`src/rtl/sirv_pmu_pkg.sv`:
```
// Shared definitions for the PMU key-unlock logic.
package sirv_pmu_pkg;

    typedef enum logic [1:0] {
        LOCKED   = 2'd0,
        UNLOCKED = 2'd1,
        LOCKOUT  = 2'd2
    } pmu_unlock_state_e;

    localparam logic [31:0] PMU_KEY_VALUE = 32'h0051_F15E;

    // Bit positions in the key register read-back word
    localparam int unsigned KEY_RD_UNLOCKED_BIT = 0;
    localparam int unsigned KEY_RD_FAILSAT_BIT  = 1;
    localparam int unsigned KEY_RD_LOCKOUT_BIT  = 2;

endpackage

```
`src/rtl/sirv_pmu_down_timer.sv`:
```
// Loadable down-counter that stops at zero and flags it.
module sirv_pmu_down_timer #(
    parameter int unsigned WIDTH = 6
) (
    input  logic             clk,
    input  logic             rst_n,
    input  logic             clear,
    input  logic             load,
    input  logic [WIDTH-1:0] load_val,
    input  logic             dec,
    output logic             zero
);

    logic [WIDTH-1:0] count_d;
    logic [WIDTH-1:0] count_q;

    // Next count: clear beats load beats decrement; decrement holds at zero
    always_comb begin
        count_d = count_q;
        if (clear) begin
            count_d = '0;
        end else if (load) begin
            count_d = load_val;
        end else if (dec && (count_q != '0)) begin
            count_d = count_q - WIDTH'(1);
        end
    end

    // Count register with synchronous active-low reset
    always_ff @(posedge clk) begin
        if (!rst_n) begin
            count_q <= '0;
        end else begin
            count_q <= count_d;
        end
    end

    assign zero = (count_q == '0);

endmodule

```
`src/rtl/sirv_pmu_unlock_ctrl.sv`:
```
// Key-based unlock controller: one-shot, time-limited write window for
// protected PMU registers, with bad-key counting and lockout.
module sirv_pmu_unlock_ctrl
    import sirv_pmu_pkg::*;
#(
    parameter logic [31:0] KEY_VALUE      = PMU_KEY_VALUE,
    parameter int unsigned UNLOCK_TIMEOUT = 64,
    parameter int unsigned MAX_FAILS      = 3,
    parameter int unsigned LOCKOUT_CYCLES = 1024
) (
    input  logic        clock,
    input  logic        rst_n,
    input  logic        io_regs_key_write_valid,
    input  logic [31:0] io_regs_key_write_bits,
    input  logic        io_regs_prot_write_valid,
    output logic        unlocked,
    output logic        io_prot_write_accept,
    output logic [31:0] io_regs_key_read_bits,
    output logic        lock_violation,
    output logic [3:0]  fail_count
);

    localparam int unsigned WIN_W = $clog2(UNLOCK_TIMEOUT);
    localparam int unsigned LO_W  = $clog2(LOCKOUT_CYCLES);

    localparam logic [WIN_W-1:0] WIN_LOAD  = WIN_W'(UNLOCK_TIMEOUT - 1);
    localparam logic [LO_W-1:0]  LO_LOAD   = LO_W'(LOCKOUT_CYCLES - 1);
    localparam logic [3:0]       FAIL_MAX  = 4'(MAX_FAILS);
    localparam logic [3:0]       FAIL_SAT  = 4'(MAX_FAILS - 1);

    pmu_unlock_state_e state_d, state_q;
    logic [3:0]        fail_d, fail_q;
    logic              unlocked_d, unlocked_q;
    logic              viol_d, viol_q;

    logic       key_ok, key_bad;
    logic [3:0] fail_inc;
    logic       fail_trip;
    logic       win_clear, win_load, win_zero;
    logic       lo_load, lo_zero;

    sirv_pmu_down_timer #(
        .WIDTH(WIN_W)
    ) u_win_timer (
        .clk      (clock),
        .rst_n    (rst_n),
        .clear    (win_clear),
        .load     (win_load),
        .load_val (WIN_LOAD),
        .dec      (state_q == UNLOCKED),
        .zero     (win_zero)
    );

    sirv_pmu_down_timer #(
        .WIDTH(LO_W)
    ) u_lockout_timer (
        .clk      (clock),
        .rst_n    (rst_n),
        .clear    (1'b0),
        .load     (lo_load),
        .load_val (LO_LOAD),
        .dec      (state_q == LOCKOUT),
        .zero     (lo_zero)
    );

    // Next-state, fail counter and timer control
    always_comb begin
        state_d   = state_q;
        fail_d    = fail_q;
        win_clear = 1'b0;
        win_load  = 1'b0;
        lo_load   = 1'b0;

        key_ok    = io_regs_key_write_valid && (io_regs_key_write_bits == KEY_VALUE);
        key_bad   = io_regs_key_write_valid && (io_regs_key_write_bits != KEY_VALUE);
        fail_inc  = (fail_q >= FAIL_MAX) ? FAIL_MAX : fail_q + 4'd1;
        fail_trip = (fail_inc == FAIL_MAX);

        case (state_q)
            LOCKED: begin
                if (key_ok) begin
                    state_d  = UNLOCKED;
                    fail_d   = '0;
                    win_load = 1'b1;
                end else if (key_bad) begin
                    if (fail_trip) begin
                        state_d = LOCKOUT;
                        lo_load = 1'b1;
                        fail_d  = '0;
                    end else begin
                        fail_d  = fail_inc;
                    end
                end
            end
            UNLOCKED: begin
                // A consuming protected write wins over any same-cycle key write
                if (io_regs_prot_write_valid) begin
                    state_d   = LOCKED;
                    win_clear = 1'b1;
                end else if (key_ok) begin
                    win_load  = 1'b1;
                end else if (key_bad) begin
                    win_clear = 1'b1;
                    if (fail_trip) begin
                        state_d = LOCKOUT;
                        lo_load = 1'b1;
                        fail_d  = '0;
                    end else begin
                        state_d = LOCKED;
                        fail_d  = fail_inc;
                    end
                end else if (win_zero) begin
                    state_d = LOCKED;
                end
            end
            LOCKOUT: begin
                if (lo_zero) begin
                    state_d = LOCKED;
                end
            end
            default: begin
                state_d = LOCKED;
            end
        endcase

        unlocked_d = (state_d == UNLOCKED);
        viol_d     = io_regs_prot_write_valid && !unlocked_q;
    end

    // FSM state and registered outputs
    always_ff @(posedge clock) begin
        if (!rst_n) begin
            state_q    <= LOCKED;
            fail_q     <= '0;
            unlocked_q <= 1'b0;
            viol_q     <= 1'b0;
        end else begin
            state_q    <= state_d;
            fail_q     <= fail_d;
            unlocked_q <= unlocked_d;
            viol_q     <= viol_d;
        end
    end

    assign unlocked             = unlocked_q;
    assign lock_violation       = viol_q;
    assign fail_count           = fail_q;
    assign io_prot_write_accept = io_regs_prot_write_valid && unlocked_q;

    // Key register read-back word
    always_comb begin
        io_regs_key_read_bits                      = '0;
        io_regs_key_read_bits[KEY_RD_UNLOCKED_BIT] = unlocked_q;
        io_regs_key_read_bits[KEY_RD_FAILSAT_BIT]  = (fail_q == FAIL_SAT);
        io_regs_key_read_bits[KEY_RD_LOCKOUT_BIT]  = (state_q == LOCKOUT);
    end

endmodule

```
`config.mk`:
```
export PLATFORM = sky130hd
export DESIGN_NAME = sirv_pmu_unlock_ctrl
export DESIGN_NICKNAME = d
export VERILOG_FILES = /design/src/rtl/sirv_pmu_pkg.sv /design/src/rtl/sirv_pmu_down_timer.sv /design/src/rtl/sirv_pmu_unlock_ctrl.sv
export SDC_FILE = /design/constraint.sdc
export NUM_CORES = 1
export LEC_CHECK = 0
export BUFFER_PORTS_ARGS = -buffer_cell sky130_fd_sc_hd__clkbuf_2
export CAP_MARGIN = 5
export CORE_MARGIN = 5
export CORE_UTILIZATION = 49
export CTS_CLUSTER_SIZE = 10
export DETAILED_ROUTE_END_ITERATION = 6
export PLACE_DENSITY_LB_ADDON = 0.12
export SLEW_MARGIN = 5
export SYNTH_ARGS = -nofsm -noshare
export SYNTH_HDL_FRONTEND = slang
export SYNTH_SLANG_ARGS = --single-unit
```
`constraint.sdc`:
```
create_clock -name clock -period 3.2 [get_ports clock]
set_input_delay 0.32 -clock clock [delete_from_list [all_inputs] [get_ports clock]]
set_output_delay 0.32 -clock clock [all_outputs]
set_load 0.01 [all_outputs]
```
# ---- Word level (Yosys, flattened, before mapping)
# Index checks and enable logic that the tools add are counted.
dict set report classes {
  addsub 3
  multipliers 0
  div 0
  n_lt_le_gt_ge 1
  n_eq_ne 9
  shifts 0
  mux 33
  bitwise 1
  n_reduce_logical 17
}
# op n
set op_table {}
lappend op_table {{$eq 32x23->1 const B} 1}
lappend op_table {{$ne 32x23->1 const B} 1}
lappend op_table {{$mux 4} 6}
lappend op_table {{$mux 10} 2}
lappend op_table {{$mux 2} 9}
lappend op_table {{$mux 6} 2}
lappend op_table {{$logic_not 10->1} 1}
lappend op_table {{$mux 1} 10}
lappend op_table {{$reduce_bool 10->1} 1}
lappend op_table {{$sub 10x1->10 const B} 1}
lappend op_table {{$eq 4x2->1 const B} 2}
lappend op_table {{$pmux 4 s2} 1}
lappend op_table {{$logic_and 1x1->1} 6}
lappend op_table {{$logic_not 6->1} 1}
lappend op_table {{$pmux 2 s3} 1}
lappend op_table {{$reduce_bool 2->1} 3}
lappend op_table {{$reduce_bool 6->1} 1}
lappend op_table {{$sub 6x1->6 const B} 1}
lappend op_table {{$add 4x1->4 const B} 1}
lappend op_table {{$eq 2x1->1 const B} 2}
lappend op_table {{$ge 4x2->1 const B} 1}
lappend op_table {{$ne 2x2->1 const B} 2}
lappend op_table {{$pmux 1 s2} 2}
lappend op_table {{$reduce_and 3->1} 1}
lappend op_table {{other kinds (5)} 5}
dict set report word_totals {
  ff_bits 24
  latch_bits 0
  ramBits 0
  mem_bits_ro 0
  n_memories 0
}

# ---- Longest topological paths before layout
# Gate-level depths: netlist of the first run.
dict set report depth {
  depth_word 9
  ltp_mapped 7
}

# ---- Cells and area by module
# From an unflattened synthesis of the first run, not the netlist that was laid out.
dict set report unflattened {
  cells_unflattened 205
  area_unflattened_um2 1740.4
}
# mod instances cells_per_inst area_each_um2 seq_area_each_um2
set modules_own_cells {}
lappend modules_own_cells {sirv_pmu_unlock_ctrl 1 87 753.2 160.2}
lappend modules_own_cells {{sirv_pmu_down_timer at u_lockout_timer} 1 73 609.3 200.2}
lappend modules_own_cells {{sirv_pmu_down_timer at u_win_timer} 1 45 377.9 120.1}

# ---- Worst setup path after synthesis of the first run
# Ideal clock, no wire load.
dict set report synth_timing {
  path_type {register -> register}
  from {reg u_lockout_timer.count_q[0]}
  to {reg u_lockout_timer.count_q[1]}
  setup_ns 0.070
  arrival_ns 1.783
  t_required_ns 3.130
  slack_ns 1.347
  path_stages_with_launch 8
  n_path_buf 0
  synth_period_minus_slack_ns 1.853
  path_cell_list {dfxtp_1 -> inv_1 -> ha_1 -> nor4b_1 -> nand2_1 -> o21ai_0 -> mux2_2 -> a21oi_1}
}
dict set report synth_between {
  elab_chain_len 3
  elab_cells_between_ends 6
  cone_classes {add/sub: 1; mux: 2; reduce/logical: 3}
}
# item line
set synth_lines {}
lappend synth_lines {{start: declaration} sirv_pmu_down_timer.sv:15} ;# logic [WIDTH-1:0] count_q;
lappend synth_lines {{start signal: assignment} sirv_pmu_down_timer.sv:34} ;# count_q <= count_d;
lappend synth_lines {{$sub 10x1->10 / $reduce_bool 10->1 (equally long branches)} {sirv_pmu_down_timer.sv:25, sirv_pmu_down_timer.sv:24}}
lappend synth_lines {{$mux 10 / $logic_and 1x1->1 (equally long branches)} sirv_pmu_down_timer.sv:24} ;# end else if (dec && (count_q != '0)) begin
lappend synth_lines {{$mux 10 / $reduce_bool 2->1 (equally long branches)} n/a}
# Several ways; a longest one is shown, not always the timed one. The select of a mux whose other input is x is not followed.
# A chain may end at the register's enable or synchronous reset.

# ---- Worst setup path after layout of the first run
# Same ends and word-level chain as after synthesis.

==> results of run 1 <==
==> logic make-up (layout without fill, tap and decap cells) <==
family                     Yosys count  count (layout)
muxes                                2               2
other                                1              29
xor gates and xnor gates             9               9
buffers and inverters               41              56
AOI/OAI and AO/OA                   30              30
adders and majority gates            6               6
and+or+nand+nor                     68              68
DFF                                 24              24
==> metal layers <==
metal  track usage, %  part of all wire [%]
met5                0                     0
met4             6.60                  0.89
met3             3.74                   9.2
met2             27.5                    47
met1             18.7                    42
==> cells in the mapped netlist, types with 2 or more instances <==
| master | number |
|---|---|
| nor3_1 | 10 |
| nand2_1 | 16 |
| nor4_2 | 2 |
| ha_1 | 6 |
| nand3_1 | 5 |
| nor4b_1 | 2 |
| dfxtp_1 | 24 |
| nor2b_1 | 3 |
| nor3b_1 | 3 |
| o21ai_0 | 8 |
| or4_1 | 2 |
| inv_1 | 7 |
| mux2_2 | 2 |
| nor2_1 | 6 |
| a21boi_1 | 6 |
| buf_4 | 31 |
| a31oi_1 | 2 |
| xnor2_1 | 6 |
| o22ai_1 | 2 |
| a21oi_1 | 8 |
| nor4_1 | 2 |
| clkbuf_1 | 2 |
| xor2_1 | 3 |
| nand4bb_1 | 2 |
| nand4_1 | 4 |
| nand2b_1 | 2 |
==> per-stage QoR <==
step                      hold slack, ps  utilization, %
after floorplan                      434               -
after global placement               434            55.1
after detailed placement             447            55.1
after CTS                            270            56.8
after global routing                 270            56.8
final                                280            56.8
==> sequential cells by signal, summed over array words and instances (netlist names) <==
signal                   count
fail_count                   4
lock_violation               1
state_q                      2
u_lockout_timer.count_q     10
u_win_timer.count_q          6
unlocked                     1
==> path summary, 6_finish.rpt <==
kind	cells past startpoint	endpoint	start	slack, ps
setup / recovery	7	u_lockout_timer.count_q[1]$_SDFFE_PN0P_	u_lockout_timer.count_q[0]$_SDFFE_PN0P_	1060
hold / removal	3	lock_violation$_SDFF_PN0_	io_regs_prot_write_valid	280
setup reg to reg	7	u_lockout_timer.count_q[1]$_SDFFE_PN0P_	u_lockout_timer.count_q[0]$_SDFFE_PN0P_	1060
hold reg to reg	1	lock_violation$_SDFF_PN0_	unlocked$_SDFF_PN0_	470
==> power breakdown <==
| group | internal, uW | switching, uW | total [uW] |
|---|---|---|---|
| combinational | 106 | 135 | 241 |
| sequential | 338 | 41.3 | 379 |
| clock | 127 | 93.5 | 220 |
| total | 571 | 269 | 840 |
==> worst min-delay path: stages <==
cell      delay [ps]
clkbuf_2         140
nand2_1           80
nor2_1            30
==> cell type report <==
| class | instances | area (um^2) |
|---|---|---|
| clock inverter | 1 | 30.0 |
| inverter | 7 | 26.3 |
| tap | 44 | 55.1 |
| sequential | 24 | 480 |
| fill | 283 | 1320 |
| timing repair buffer | 45 | 225 |
| multi-input combinational | 144 | 896 |
| clock buffer | 3 | 22.5 |
==> tab_implementation.tex, run 1 <==
\begin{tabular}{lr}
\hline
Metric & Value \\
\hline
\multicolumn{2}{l}{\textbf{Run status}} \\
\quad Result of the run & completed \\
\multicolumn{2}{l}{\textbf{Route}} \\
\quad DRC errors left & 0 \\
\quad Average detailed-routed wire length per instance & 12.1 um \\
\quad Violation count after the first detailed-routing iteration & 47 \\
\quad Vias & 1318 \\
\quad Drt pass-1 iters & 4 \\
\quad Final antenna-violating net count & 0 \\
\quad Wire length after detailed routing & 3240 um \\
\quad Vias per cell & 4.92 \\
\multicolumn{2}{l}{\textbf{Synthesis}} \\
\quad Combinational family with the most area after synthesis & simple AND/OR/NAND/NOR gates \\
\quad Post-synthesis mux area share & 1.45\% \\
\quad Xor and xnor fraction of the mapped netlist area & under 10\% \\
\quad Unique masters post-synth & just over 40 \\
\quad Asr flop ratio synth & 0\% \\
\quad Count of flip-flops with a built-in enable after synthesis & 0 \\
\quad Fraction of synthesized cell area taken by the top area cell type & 31.0\% \\
\quad Total standard cell area after synthesis & roughly 0.0015 mm\^{}2 \\
\quad Average cell area after synthesis & between 8 and 9 um\^{}2 \\
\quad Simple-gate share of the synthesized area & 26.8\% \\
\quad Ranking of synthesized cells by area & dfxtp\_1 31\%, buf\_4 15\%, ha\_1 4.8\%, nand2\_1 3.9\%, xnor2\_1 3.4\% \\
\quad Synth Area in Compound Gates & 12.6\% \\
\quad Sequential-to-total area share from yosys stat & 31.0\% \\
\quad Synthesized-area fraction occupied by adder cells & 4.85\% \\
\quad Total number of yosys warnings & 0 \\
\quad Number of standard cells after synthesis & 181 \\
\quad Number of synthesized register bits & 24 \\
\quad Cell type with the largest total area after synthesis & dfxtp\_1 \\
\quad Primary FF master, synth & dfxtp\_1 \\
\multicolumn{2}{l}{\textbf{Finish}} \\
\quad Number of cells in the finished layout apart from fillers & 268 \\
\quad Final antenna diode count & 0 \\
\quad Leading cell types in the layout, fill and taps excluded & 45 x clkbuf\_2, 29 x conb\_1, 24 x dfxtp\_1, 16 x nand2\_1, 10 x nor3\_1 \\
\quad Leading cell type in the layout, fill and taps excluded & clkbuf\_2 \\
\quad Fraction of final layout cells with drive strength greater than 1 & 25.0\% \\
\quad Area Growth Syn to Fin & 12.0\% \\
\quad Summed area of non-filler cells in the final layout & 0.00174 mm\^{}2 \\
\quad Net count reported at finish & around 270 \\
\multicolumn{2}{l}{\textbf{Clocking}} \\
\quad Root Buffer & clkbuf\_4 \\
\quad Maximum buffer depth of the clock tree & 2 \\
\quad Number of H-tree levels & 1 \\
\quad Hold buffer count at CTS & 0 \\
\quad Clock latency at the later pin of the worst-skew pair & 310 ps \\
\quad Gates resized, CTS repair & 0 \\
\quad TritonCTS clock tree & done \\
\quad Clk slew on worst S/H paths & 140 ps \\
\quad Setup Fix Bufs, Post-CTS & 0 \\
\quad Number of CTS-inserted buffers & 3 \\
\quad Sinks on Clock Net & 24 \\
\multicolumn{2}{l}{\textbf{Global routing}} \\
\quad Via count of the first global-routing pass & 1320 \\
\quad Sum of overflow across all layers after global routing & 0 \\
\quad First-pass GRT wire length & 5510 um \\
\quad Initial antenna violation count & 0 \\
\quad Largest net degree at the start of global routing & 15 \\
\quad Aggregate global-route resource usage & 15.9\% \\
\multicolumn{2}{l}{\textbf{Floorplan}} \\
\quad Site row count & 20 \\
\quad Die Outline Area & approximately 0.0044 mm\^{}2 \\
\quad Height of the chip & 66.2 um \\
\quad IO Count & 75 \\
\quad Horizontal die dimension & roughly 66 um \\
\quad Core region area & 0.00305 mm\^{}2 \\
\quad Effective utilization at floorplan & 50.7\% \\
\multicolumn{2}{l}{\textbf{Setup path}} \\
\quad Master of the slowest instance on the critical path & o21ai\_0 \\
\quad Chain of cells forming the critical path & inv\_1 > ha\_1 > nor4b\_1 > nand2\_1 > o21ai\_0 > mux2\_2 > a21oi\_1 \\
\quad Max Fanout on Critical Path & 4 \\
\quad Crit. End Element & flip-flop \\
\quad Worst Path Class, Setup & reg -> reg \\
\quad Worst Setup Start Kind & flip-flop \\
\quad CP top delay family & compound AO/OA/AOI/OAI gates \\
\quad Required time reported for the critical path endpoint & roughly 3500 ps \\
\quad CP arrival & 2390 ps \\
\quad Worst path bufs/invs & 1 \\
\quad CP max stage delay & 430 ps \\
\multicolumn{2}{l}{\textbf{Placed design}} \\
\quad Post-placement cell area & 0.00168 mm\^{}2 \\
\quad Estimated wirelength of the detail-placed design & 2680 um \\
\quad Placer's final routability congestion estimate & between 0.7 and 0.8 \\
\quad Count of placed standard cells including taps & 264 \\
\quad Setup slack at placement & 1080 ps \\
\quad IO buf count & 45 \\
\multicolumn{2}{l}{\textbf{Timing}} \\
\quad Minimum period implied by the final worst setup slack & 2140 ps \\
\quad Setup Total Neg Slack & 0 ps \\
\quad FMAX & 468 MHz \\
\quad Final-report hold violation count & 0 \\
\quad Pin slew with the least headroom to its limit & 576 ps \\
\quad Unrepaired setup endpoints after global routing & no \\
\quad Worst Setup Slack, final & 1060 ps \\
\quad Setup Viol. Count Final & 0 \\
\quad Count of final max-slew check failures & 0 \\
\quad Setup Skew & 3.89 ps \\
\quad Share of the clock period used by the worst path & 66.8\% \\
\quad Slew HR & about three fifths \\
\multicolumn{2}{l}{\textbf{Power and ir drop}} \\
\quad Peak ir drop on the vdd network & 0.190 mV \\
\quad Static Leakage & 0.000748 uW \\
\quad Power after layout & 840 uW \\
\quad PD cells & 484 mW/mm\^{}2 \\
\multicolumn{2}{l}{\textbf{Run}} \\
\quad \# Max-Cap Violations & 0 \\
\multicolumn{2}{l}{\textbf{Min path}} \\
\quad Class of the tightest hold or removal check & in -> reg \\
\hline
\end{tabular}
(Power assumes the default switching activity.)
==> run 2: changes to the inputs <==
--- a/config.mk
+++ b/config.mk
@@ -8,7 +8,7 @@
 export BUFFER_PORTS_ARGS = -buffer_cell sky130_fd_sc_hd__clkbuf_2
 export CAP_MARGIN = 5
 export CORE_MARGIN = 5
-export CORE_UTILIZATION = 49
+export CORE_UTILIZATION = 41
 export CTS_CLUSTER_SIZE = 10
 export DETAILED_ROUTE_END_ITERATION = 6
 export PLACE_DENSITY_LB_ADDON = 0.12
==> constraint.sdc (replaced) <==
create_clock -name clock -period 1.8 [get_ports clock]
set_input_delay 0.18 -clock clock [delete_from_list [all_inputs] [get_ports clock]]
set_output_delay 0.18 -clock clock [all_outputs]
set_load 0.01 [all_outputs]
==> tab_implementation.tex, run 2 (synthesized netlist as in run 1, its figures left out) <==
\begin{tabular}{lr}
\hline
Metric & Value \\
\hline
\multicolumn{2}{l}{\textbf{Route}} \\
\quad Final antenna-violating net count & 0 (unchanged) \\
\quad DRC errors left & 0 (unchanged) \\
\quad Wire length after detailed routing & 3150 um (-2.9\%) \\
\quad Drt pass-1 iters & 4 (unchanged) \\
\quad Average detailed-routed wire length per instance & 11.1 um (-8.3\%) \\
\quad Violation count after the first detailed-routing iteration & 32 (-32\%) \\
\quad Vias & 1303 (-1.1\%) \\
\quad Vias per cell & 4.59 (-6.7\%) \\
\multicolumn{2}{l}{\textbf{Finish}} \\
\quad Fraction of final layout cells with drive strength greater than 1 & 30.1\% (+5.1 points) \\
\quad Top register by number of flip-flops & u\_lockout\_timer.count\_q \\
\quad Flip-flop count of the largest register after layout & 10 (unchanged) \\
\quad Final antenna diode count & 0 (unchanged) \\
\quad Leading cell type in the layout, fill and taps excluded & clkbuf\_2 \\
\quad Leading cell types in the layout, fill and taps excluded & 45 x clkbuf\_2, 29 x conb\_1, 24 x dfxtp\_1, 16 x nand2\_1, 12 x buf\_4 \\
\quad Area Growth Syn to Fin & 19.9\% \\
\quad Net count reported at finish & 279 (+4.5\%) \\
\quad Final cell utilization of the core & 50.7\% (-6.1 points) \\
\quad Summed area of non-filler cells in the final layout & 0.00186 mm\^{}2 (+7.0\%) \\
\multicolumn{2}{l}{\textbf{Setup path}} \\
\quad Critical path endpoint & u\_lockout\_timer.count\_q[9]\$\_SDFFE\_PN0P\_ \\
\quad Required time reported for the critical path endpoint & 2000 ps (-1460 ps) \\
\quad CP arrival & 1870 ps (-520 ps) \\
\quad Flop2flop setup slack & 130 ps (-930 ps) \\
\quad Worst Path Class, Setup & reg -> reg \\
\quad Worst Setup Start Kind & flip-flop \\
\quad Max Fanout on Critical Path & 5 (+1) \\
\quad Critical Path Start & u\_lockout\_timer.count\_q[4]\$\_SDFFE\_PN0P\_ \\
\quad Destination of the worst register-to-register timing path & u\_lockout\_timer.count\_q[9]\$\_SDFFE\_PN0P\_ \\
\quad Crit. End Element & flip-flop \\
\quad Reg2reg start & u\_lockout\_timer.count\_q[4]\$\_SDFFE\_PN0P\_ \\
\quad Cells on worst reg2reg path & 5 (-2) \\
\multicolumn{2}{l}{\textbf{Global routing}} \\
\quad First-pass GRT wire length & 5260 um (-4.6\%) \\
\quad Via count of the first global-routing pass & 1243 (-5.8\%) \\
\quad Largest net degree at the start of global routing & 14 (-1) \\
\quad Sum of overflow across all layers after global routing & 0 (unchanged) \\
\quad Initial antenna violation count & 0 (unchanged) \\
\quad Aggregate global-route resource usage & 12.4\% (-3.6 points) \\
\multicolumn{2}{l}{\textbf{Run status}} \\
\quad Result of the run & completed \\
\multicolumn{2}{l}{\textbf{Clocking}} \\
\quad Sinks on Clock Net & 24 (unchanged) \\
\quad Setup Fix Bufs, Post-CTS & 0 (unchanged) \\
\quad Gates resized, CTS repair & 1 (+1) \\
\quad TritonCTS clock tree & done \\
\quad Maximum buffer depth of the clock tree & 2 (unchanged) \\
\quad Number of H-tree levels & 1 (unchanged) \\
\quad Clock latency at the later pin of the worst-skew pair & 260 ps (-50 ps) \\
\quad Root Buffer & clkbuf\_8 \\
\quad Number of CTS-inserted buffers & 3 (unchanged) \\
\quad Hold buffer count at CTS & 0 (unchanged) \\
\quad Clk slew on worst S/H paths & 90 ps (-50 ps) \\
\multicolumn{2}{l}{\textbf{Timing}} \\
\quad Setup Total Neg Slack & 0 ps (unchanged) \\
\quad FMAX & 599 MHz (+28\%) \\
\quad Count of final max-slew check failures & 0 (unchanged) \\
\quad Setup Viol. Count Final & 0 (unchanged) \\
\quad Unrepaired setup endpoints after global routing & no \\
\quad Final-report hold violation count & 0 (unchanged) \\
\quad Minimum period implied by the final worst setup slack & 1670 ps (-468 ps) \\
\quad Share of the clock period used by the worst path & 92.7\% (+26 points) \\
\quad Setup Skew & 6.05 ps (+2.16 ps) \\
\multicolumn{2}{l}{\textbf{Floorplan}} \\
\quad Die Outline Area & 0.00511 mm\^{}2 (+16\%) \\
\quad Core region area & 0.00366 mm\^{}2 (+20\%) \\
\quad IO Count & 75 (unchanged) \\
\quad Height of the chip & 71.5 um (+7.9\%) \\
\quad Horizontal die dimension & 71.5 um (+7.9\%) \\
\quad Effective utilization at floorplan & 42.3\% (-8.4 points) \\
\quad Site row count & 22 (+10\%) \\
\multicolumn{2}{l}{\textbf{Placed design}} \\
\quad Placer's final routability congestion estimate & 0.788 (+0.34\%) \\
\quad Estimated wirelength of the detail-placed design & 2660 um (-0.69\%) \\
\quad IO buf count & 45 (unchanged) \\
\quad Post-placement cell area & 0.00178 mm\^{}2 (+5.7\%) \\
\multicolumn{2}{l}{\textbf{Power and ir drop}} \\
\quad Peak ir drop on the vdd network & 0.285 mV (+50\%) \\
\quad PD cells & 870 mW/mm\^{}2 (+80\%) \\
\quad Power after layout & 1620 uW (+92\%) \\
\quad Static Leakage & 0.000822 uW (+9.9\%) \\
\multicolumn{2}{l}{\textbf{Run}} \\
\quad \# Max-Cap Violations & 0 (unchanged) \\
\multicolumn{2}{l}{\textbf{Min path}} \\
\quad Class of the tightest hold or removal check & in -> reg \\
\hline
\end{tabular}
[run 2: how the worst min path moves through the flow]
stage	cells after the start	endpoint	start	slack, ps
6_report	3	lock_violation$_SDFF_PN0_	io_regs_prot_write_valid	200
5_1_grt	3	lock_violation$_SDFF_PN0_	io_regs_prot_write_valid	230
4_1_cts	3	lock_violation$_SDFF_PN0_	io_regs_prot_write_valid	200
3_5_place_dp	1	lock_violation$_SDFF_PN0_	unlocked$_SDFF_PN0_	450
3_3_place_gp	1	lock_violation$_SDFF_PN0_	unlocked$_SDFF_PN0_	450
2_1_floorplan	2	lock_violation$_SDFF_PN0_	io_regs_prot_write_valid	290
[run 2: layout make-up]
class | count | area (um^2)
fillers | 395 | 1800
multi-input cells | 144 | 920
flip-flops and latches | 24 | 480
repair buffers | 57 | 315
well taps | 48 | 60.1
clock buffers | 4 | 55.1
inverters | 7 | 26.3
[run 2: per-layer routing]
layer | up-vias | part of all wire, % | global-route usage, %
met2 | 52 | 47 | 20.0
li1 | 686 | - | -
met5 | - | 0 | 0
met1 | 563 | 46 | 16.6
met4 | 0 | 0.60 | 5.01
met3 | 2 | 6.9 | 1.68
[run 2: worst max-delay path: stages, from the launching register on]
cell     delay, ps
dfxtp_1        360
or4_1          560
nor3_2         140
nand2_1         80
or3_1          310
a31oi_1        150
[run 2: power by group]
group	internal, uW	switching (uW)
Clock	195	171
Combinational	303	275
Sequential	600	70.9
[run 2: through the flow]
stage / hold WS (ps) / instances / worst slack [ps]
3_3_place_gp: 450 / 280 / -111
4_1_cts: 196 / 284 / 78.0
5_1_grt: 228 / 284 / 27.4
2_1_floorplan: 294 / 209 / 39.9
6_report: 199 / 284 / 131
3_5_place_dp: 449 / 280 / -134
==> run 3: changes to the inputs <==
--- a/config.mk
+++ b/config.mk
@@ -11,8 +11,7 @@
 export CORE_UTILIZATION = 41
 export CTS_CLUSTER_SIZE = 10
 export DETAILED_ROUTE_END_ITERATION = 6
-export PLACE_DENSITY_LB_ADDON = 0.12
-export SLEW_MARGIN = 5
+export PLACE_DENSITY = 0.73
 export SYNTH_ARGS = -nofsm -noshare
 export SYNTH_HDL_FRONTEND = slang
 export SYNTH_SLANG_ARGS = --single-unit
==> tab_implementation.tex, run 3 (synthesized netlist as in run 1, its figures left out) <==
\begin{tabular}{lr}
\hline
Metric & Value \\
\hline
\multicolumn{2}{l}{\textbf{Global routing}} \\
\quad First-pass GRT wire length & 5110 um (-2.9\%) \\
\quad Aggregate global-route resource usage & 12.1\% (-0.31 points) \\
\quad Largest net degree at the start of global routing & 15 (+1) \\
\quad Initial antenna violation count & 0 (unchanged) \\
\quad Via count of the first global-routing pass & 1306 (+5.1\%) \\
\quad Sum of overflow across all layers after global routing & 0 (unchanged) \\
\multicolumn{2}{l}{\textbf{Finish}} \\
\quad Leading cell types in the layout, fill and taps excluded & 45 x clkbuf\_2, 29 x conb\_1, 23 x dfxtp\_1, 16 x nand2\_1, 10 x nor3\_1 \\
\quad Top register by number of flip-flops & u\_lockout\_timer.count\_q \\
\quad Area Growth Syn to Fin & 19.8\% (about the same) \\
\quad Final antenna diode count & 0 (unchanged) \\
\quad Number of cells in the finished layout apart from fillers & 280 (-1.4\%) \\
\quad Net count reported at finish & 275 (-1.4\%) \\
\quad Area of the multi-input gates & 931 um\^{}2 (+1.2\%) \\
\quad Summed area of non-filler cells in the final layout & 0.00186 mm\^{}2 (about the same) \\
\quad Fraction of final layout cells with drive strength greater than 1 & 30.2\% (+0.088 points) \\
\quad Leading cell type in the layout, fill and taps excluded & clkbuf\_2 \\
\quad Flip-flop count of the largest register after layout & 10 (unchanged) \\
\quad Filler instances & 367 (-7.1\%) \\
\quad Sequential cell area in the final layout & 482 um\^{}2 (+0.26\%) \\
\multicolumn{2}{l}{\textbf{Timing}} \\
\quad Count of final max-slew check failures & 0 (unchanged) \\
\quad Unrepaired setup endpoints after global routing & yes \\
\quad Share of the clock period used by the worst path & 93.0\% (+0.23 points) \\
\quad Setup Skew & 9.80 ps (+3.75 ps) \\
\quad Minimum period implied by the final worst setup slack & 1670 ps (+4.12 ps) \\
\quad FMAX & 598 MHz (-0.25\%) \\
\quad Final-report hold violation count & 0 (unchanged) \\
\quad Worst Setup Slack, final & 127 ps (-4.12 ps) \\
\quad Setup Viol. Count Final & 0 (unchanged) \\
\multicolumn{2}{l}{\textbf{Power and ir drop}} \\
\quad PD cells & 933 mW/mm\^{}2 (+7.3\%) \\
\quad Part of the power in registers & 40.2\% (-1.4 points) \\
\quad Clock power frac & 27.1\% (+4.4 points) \\
\quad Peak ir drop on the vdd network & 0.357 mV (+25\%) \\
\quad Proportion of total power due to net switching & 30.9\% (-1.1 points) \\
\quad Cell internal power dissipation & 1200 uW (+9.0\%) \\
\quad Share of total power in combinational logic & 32.7\% (-3.1 points) \\
\quad Power after layout & 1730 uW (+7.2\%) \\
\quad Static Leakage & 0.000810 uW (-1.4\%) \\
\quad Switching pwr & 535 uW (+3.4\%) \\
\multicolumn{2}{l}{\textbf{Route}} \\
\quad Drt pass-1 iters & 4 (unchanged) \\
\quad Average detailed-routed wire length per instance & 11.8 um (+6.3\%) \\
\quad Wire length after detailed routing & 3300 um (+4.8\%) \\
\quad Vias per cell & 4.84 (+5.6\%) \\
\quad Vias & 1356 (+4.1\%) \\
\quad Violation count after the first detailed-routing iteration & 50 (+56\%) \\
\quad DRC errors left & 0 (unchanged) \\
\quad Final antenna-violating net count & 0 (unchanged) \\
\multicolumn{2}{l}{\textbf{Clocking}} \\
\quad Sinks on Clock Net & 24 (unchanged) \\
\quad Number of CTS-inserted buffers & 3 (unchanged) \\
\quad Clock latency at the later pin of the worst-skew pair & 270 ps (about the same) \\
\quad TritonCTS clock tree & done \\
\quad Root Buffer & clkbuf\_8 \\
\quad Setup Fix Bufs, Post-CTS & 0 (unchanged) \\
\quad Number of H-tree levels & 1 (unchanged) \\
\quad Hold buffer count at CTS & 0 (unchanged) \\
\quad Gates resized, CTS repair & 1 (unchanged) \\
\quad Clk slew on worst S/H paths & 90 ps (about the same) \\
\quad Maximum buffer depth of the clock tree & 2 (unchanged) \\
\multicolumn{2}{l}{\textbf{Placed design}} \\
\quad IO buf count & 45 (unchanged) \\
\quad Post-placement cell area & 0.00175 mm\^{}2 (-1.7\%) \\
\quad Estimated wirelength of the detail-placed design & 2680 um (+0.79\%) \\
\quad Setup slack at placement & -131 ps (+3.13 ps) \\
\quad Count of placed standard cells including taps & 276 (-1.4\%) \\
\quad Placer's final routability congestion estimate & 0.816 (+3.6\%) \\
\multicolumn{2}{l}{\textbf{Floorplan}} \\
\quad Height of the chip & 71.5 um (unchanged) \\
\quad Core region area & 0.00366 mm\^{}2 (unchanged) \\
\quad Effective utilization at floorplan & 42.3\% (unchanged) \\
\quad Die Outline Area & 0.00511 mm\^{}2 (unchanged) \\
\quad Horizontal die dimension & 71.5 um (unchanged) \\
\quad IO Count & 75 (unchanged) \\
\quad Site row count & 22 (unchanged) \\
\multicolumn{2}{l}{\textbf{Setup path}} \\
\quad Worst Setup Start Kind & flip-flop \\
\quad CP arrival & 1880 ps (about the same) \\
\quad Max Fanout on Critical Path & 6 (+1) \\
\quad Crit. End Element & flip-flop \\
\quad Required time reported for the critical path endpoint & 2010 ps (about the same) \\
\quad Worst Path Class, Setup & reg -> reg \\
\multicolumn{2}{l}{\textbf{Run status}} \\
\quad Result of the run & completed \\
\multicolumn{2}{l}{\textbf{Min path}} \\
\quad Class of the tightest hold or removal check & in -> reg \\
\multicolumn{2}{l}{\textbf{Run}} \\
\quad \# Max-Cap Violations & 0 (unchanged) \\
\hline
\end{tabular}
[run 3: metal layers]
metal  wire length (um)  track usage (%)  part of all wire [%]  vias up
met5                  0                0                     0        -
met4                 85             6.26                   2.6        0
met3                307             2.10                   9.3        9
met2               1490             20.5                    45       68
met1               1420             14.5                    43      599
li1                   -                -                     -      680
[run 3: layout make-up]
class	instances	area share, %
repair buffers	53	15.4
flip-flops and latches	24	26.0
inverters	7	1.42
multi-input cells	144	50.2
well taps	48	3.24
clock inverters	1	1.62
clock buffers	3	2.23
[run 3: power groups by stage]
stage / Combinational (uW) / Clock [uW] / Sequential [uW]
2_1_floorplan: 364 / 0 / 673
3_3_place_gp: 504 / 0 / 684
3_5_place_dp: 509 / 0 / 685
4_1_cts: 517 / 478 / 677
5_1_grt: 628 / 497 / 708
6_report: 567 / 469 / 696
[run 3: worst paths after layout]
path,from,to,slack [ps],depth (start not counted)
setup / recovery,u_lockout_timer.count_q[3]$_SDFFE_PN0P_,u_lockout_timer.count_q[9]$_SDFFE_PN0P_,130,5
hold / removal,io_regs_prot_write_valid,lock_violation$_SDFF_PN0_,180,3
setup reg to reg,u_lockout_timer.count_q[3]$_SDFFE_PN0P_,u_lockout_timer.count_q[9]$_SDFFE_PN0P_,130,5
hold reg to reg,unlocked$_SDFF_PN0_,lock_violation$_SDFF_PN0_,460,1
[run 3: worst max-delay path: stages, from the launching register on]
cell and delay (ps):
dfxtp_2 370, or4_4 550, nor3_1 150, nand2_1 80, or3_1 310, a31oi_1 150
[run 3: per-stage QoR]
step | hold WS [ps] | utilization [%] | setup TNS, ps
floorplan | 294 | - | 0
CTS | 180 | 49.9 | 0
global route | 203 | 50.7 | -21.2
finish | 185 | 50.7 | 0
detailed placement | 447 | 47.7 | -1680
global placement | 432 | 47.7 | -1380
